===== config.mk =====
export PLATFORM = sky130hd
export DESIGN_NAME = serial_frame_tx
export DESIGN_NICKNAME = d
export VERILOG_FILES = /design/src/rtl/serial_frame_tx.sv
export SDC_FILE = /design/constraint.sdc
export NUM_CORES = 1
export LEC_CHECK = 0
export BUFFER_PORTS_ARGS = -buffer_cell sky130_fd_sc_hd__buf_2
export CORE_AREA = 2 2 48 50
export CTS_BUF_LIST = sky130_fd_sc_hd__clkbuf_4 sky130_fd_sc_hd__clkbuf_8
export CTS_CLUSTER_SIZE = 30
export DETAILED_ROUTE_END_ITERATION = 8
export DIE_AREA = 0 0 50 52
export PLACE_DENSITY = 0.82
export SLEW_MARGIN = 10
export SYNTH_ARGS = -nofsm -noshare
export SYNTH_HDL_FRONTEND = slang
export SYNTH_SLANG_ARGS = --single-unit

===== constraint.sdc =====
create_clock -name clk -period 1.8 [get_ports clk]
set_input_delay 0 -clock clk [delete_from_list [all_inputs] [get_ports clk]]
set_output_delay 0 -clock clk [all_outputs]
set_load 0.01 [all_outputs]

===== src/rtl/serial_frame_tx.sv =====
// serial_frame_tx: parallel-to-serial frame transmitter.
// Frame: start(0), DATA_W data bits LSB first, optional parity, stop(1).
// Every bit is held CLKS_PER_BIT cycles; tx, busy and done are flop outputs.
module serial_frame_tx #(
  parameter int CLKS_PER_BIT = 4,
  parameter int DATA_W       = 8,
  parameter int PARITY_EN    = 1,
  parameter int PARITY_ODD   = 0
) (
  input  logic              clk,
  input  logic              rst_n,
  input  logic              tx_start,
  input  logic [DATA_W-1:0] tx_data,
  output logic              tx,
  output logic              busy,
  output logic              done
);

  localparam int CW = (CLKS_PER_BIT > 1) ? $clog2(CLKS_PER_BIT) : 1;
  localparam int BW = (DATA_W > 1) ? $clog2(DATA_W) : 1;

  localparam logic [2:0] IDLE   = 3'd0;
  localparam logic [2:0] START  = 3'd1;
  localparam logic [2:0] DATA   = 3'd2;
  localparam logic [2:0] PARITY = 3'd3;
  localparam logic [2:0] STOP   = 3'd4;

  logic [2:0]        state;
  logic [CW-1:0]     cyc_cnt;
  logic [BW-1:0]     bit_cnt;
  logic [DATA_W-1:0] shift_reg;
  logic              par_bit;
  logic              last_cyc;

  // End of the current bit time; the next bit is loaded into tx on this edge.
  assign last_cyc = (cyc_cnt == CW'(CLKS_PER_BIT - 1));

  // Frame sequencer. tx is loaded one edge ahead so it is always a flop output;
  // the shift register is consumed as each data bit is placed on the line.
  always_ff @(posedge clk or negedge rst_n) begin
    if (!rst_n) begin
      state     <= IDLE;
      cyc_cnt   <= '0;
      bit_cnt   <= '0;
      shift_reg <= '0;
      par_bit   <= 1'b0;
      tx        <= 1'b1;
      busy      <= 1'b0;
      done      <= 1'b0;
    end else begin
      done <= 1'b0;
      case (state)
        IDLE: begin
          if (tx_start) begin
            shift_reg <= tx_data;
            // parity comes from the latched copy, so later tx_data changes are harmless
            par_bit   <= (^tx_data) ^ (PARITY_ODD != 0);
            cyc_cnt   <= '0;
            bit_cnt   <= '0;
            state     <= START;
            busy      <= 1'b1;
            tx        <= 1'b0;
          end
        end
        default: begin
          if (!last_cyc) begin
            cyc_cnt <= cyc_cnt + 1'b1;
          end else begin
            cyc_cnt <= '0;
            case (state)
              START: begin
                state     <= DATA;
                bit_cnt   <= '0;
                tx        <= shift_reg[0];
                shift_reg <= shift_reg >> 1;
              end
              DATA: begin
                if (bit_cnt == BW'(DATA_W - 1)) begin
                  if (PARITY_EN != 0) begin
                    state <= PARITY;
                    tx    <= par_bit;
                  end else begin
                    state <= STOP;
                    tx    <= 1'b1;
                  end
                end else begin
                  bit_cnt   <= bit_cnt + 1'b1;
                  tx        <= shift_reg[0];
                  shift_reg <= shift_reg >> 1;
                end
              end
              PARITY: begin
                state <= STOP;
                tx    <= 1'b1;
              end
              STOP: begin
                state <= IDLE;
                busy  <= 1'b0;
                done  <= 1'b1;
                tx    <= 1'b1;
              end
              default: begin
                state <= IDLE;
                busy  <= 1'b0;
                tx    <= 1'b1;
              end
            endcase
          end
        end
      endcase
    end
  end

endmodule

==> impl_metrics.csv <==
group,metric,value,unit
setup_path,path_cells,"ha_1 > ha_1 > nand4bb_2 > a31oi_4 > inv_2 > mux2_4",
route,postRouteAntennaNets,0,
logic_synthesis,syn_inst,98,
grt,antenna_found_initial,0,
setup_path,worst_ep_arrival_time,1.91,ns
die,start_util,50.62,%
job,maxCapViolations,0,
route,via_per_inst,5.122,
sta,fmax,0.5877,GHz
logic_synthesis,synth.area.top_cells,"dfrtp_1 45%, mux2i_1 7.5%, xnor2_1 5.8%",
layout,largest_reg_flops,8,
clock_tree,cts_tree,"done",
clock_tree,htree_levels,1,
setup_path,cp.required,2.01,ns
logic_synthesis,yosysSeqAreaShare,47.07,%
logic_synthesis,yosysMostFrequentCell,"dfrtp_1",
place,gp_congestion,0.8208,
logic_synthesis,synthFlopType,"dfrtp_1",
layout,nets,134,
setup_path,cp.buffers_inverters,1,
logic_synthesis,synth_cell_types,33,
logic_synthesis,synth_enable_flop_cells,0,
setup_path,start_kind,"register",
clock_tree,ctsRootBufferMaster,"clkbuf_4",
die,die_area,2600,um^2
grt,grt_pass1_wl,3270,um
sta,final_max_slew_viol_count,0,
logic_synthesis,synthesis.nets,112,
clock_tree,cts_setup_buffers,0,
clock_tree,clk_pin_slew_worst_paths,0.12,ns
sta,worst_slack,0.09847,ns
route,vias,753,
layout,drive_above_1_share,29.41,%
power,power.density,1545,nW/um^2
logic_synthesis,synth_area_leader_cell,"dfrtp_1",
die,die_x,50,um
logic_synthesis,yosys_warnings,0,
power,p_leak,0.5585,nW
status,status,"completed",
die,rows,17,
route,drt_wl_total,1886,um
sta,grt_setup_unrepaired,"false",
logic_synthesis,synth.top_cell.area_share,44.60,%
grt,grt_pass1_vias,802,
layout,post-route-cell-area,1262,um^2
power,vdd.ir_drop.worst,0.9038,mV
route,drc,0,
die,coreArea,2106,um^2
logic_synthesis,ys_seq_elements,20,
grt,grt_max_degree,21,
logic_synthesis,syn_area_per_cell,10.88,um^2
place,port_buffers,13,
sta,hold_slack,0.01233,ns
setup_path,cpPeakStageDelay,0.42,ns
logic_synthesis,yosys-top-cells-count,"19 x dfrtp_1, 9 x nor2_1, 8 x a21oi_1, 8 x mux2i_1, 7 x xnor2_1",
sta,setup_tns,0,ns
route,wl_per_cell,12.83,um
grt,gr-total-overflow,0,
power,fin_total_pwr,1.951,mW
sta,setup_viol,0,
logic_synthesis,synth_area,1066,um^2
clock_tree,clk_latency,0.31,ns
clock_tree,clock_path_buffers,2,
route,drt-initial-drc-count,4,
sta,fin_crit_sh,94.53,%
place,pre_cts_slack,0.08885,ns
place,dp_cells,140,
clock_tree,cts_buffers,3,
layout,n_antenna_cell,0,
sta,max_slew.worst_pin.slew,0.4451,ns
sta,min_period,1.702,ns
layout,final_util,59.95,%
setup_path,cpMaxStageDelayCell,"dfrtp_1",
die,io-pin-count,14,
die,die_y,52,um
layout,fin_cells,147,
place,place_area,1172,um^2
place,hpwl,1359,um
logic_synthesis,synthArstFlopShare,100.0,%
setup_path,critPathTopFamily,"flip-flops",
hold_path,min_path_type,"input pin to register",
sta,slew_headroom,70.33,%
sta,hold_viol,0,
layout,area_growth,18.43,%
route,first_pass_iters,3,
setup_path,path_common_cell,"ha_1",
sta,skew,0.002817,ns
grt,grt_usage,17.18,%
clock_tree,cts.sinks,20,
setup_path,crit_path_end_kind,"register",
setup_path,worstPathMaxFanout,3,
setup_path,path_class,"register to register",
==> cell usage in the layout, fill, tap and decap left out, types with 2 or more instances in the layout <==
cell type,count
dfrtp_1,19
nor3_1,2
a22o_1,3
a21oi_2,2
a21oi_1,8
o21ai_0,5
inv_1,4
nand3b_1,2
nand2_1,3
dlygate4sd3_1,3
buf_4,5
xnor2_1,7
buf_2,13
clkbuf_4,3
ha_1,3
mux2i_1,8
nor2_1,9
a31oi_1,3
==> path summary, 6_finish.rpt <==
check / startpoint / to / slack [ns] / cells after the start
max: bit_cnt[0] / bit_cnt[0] / 0.1 / 6
min: tx_data[3] / shift_reg[3] / 0.01 / 3
max reg2reg: bit_cnt[0] / bit_cnt[0] / 0.1 / 6
min reg2reg: tx / tx / 0.50 / 2
max in group asynchronous: rst_n / tx / 1.32 / 2
min in group asynchronous: rst_n / state[1] / 0.15 / 2
==> report_power, final <==
group	switching (mW)	total, mW	internal [mW]
Combinational	0.435	0.847	0.412
Clock	0.146	0.372	0.225
Sequential	0.108	0.732	0.624
Total	0.689	1.95	1.26
==> worst min-delay path, cell delays in order <==
cell and delay, ns:
buf_2 0.10, mux2i_1 0.06, a21oi_1 0.13
==> layer usage <==
| layer | global-route usage, % | up-vias | routed length [um] |
|---|---|---|---|
| met2 | 28.51 | 14 | 940 |
| met1 | 19.67 | 350 | 843 |
| met3 | 3.736 | 5 | 54 |
| li1 | - | 384 | - |
| met5 | 0 | - | 0 |
| met4 | 12.04 | 0 | 48 |
==> what timing repair did <==
| action | 4_1_cts | 5_1_grt |
|---|---|---|
| hold buffers | 3 | 0 |
| resized for setup | 0 | 2 |
| endpoints found under the hold margin | 23 | 0 |
| setup endpoints to repair | 0 | 8 |
==> cells by family after synthesis <==
kind of cell / Yosys count / share of synthesized area, %
flip-flops: 20 / 47.07
adder cells (fa/ha/maj): 3 / 3.522
AO/OA/AOI/OAI: 23 / 14.56
XOR/XNOR: 7 / 5.751
multiplexers: 10 / 9.976
buffers and inverters: 10 / 5.398
AND/OR/NAND/NOR: 25 / 13.73
==> area by class of cell <==
type | instances | area, um^2
Fill cell | 169 | 843.3
Multi-Input combinational cell | 68 | 506.7
Sequential cell | 20 | 501.7
Timing Repair Buffer | 22 | 147.6
Tap cell | 28 | 35.03
Clock inverter | 1 | 30.03
Clock buffer | 3 | 22.52
Inverter | 5 | 18.77
Note: power is estimated with default switching activity, not from simulation.
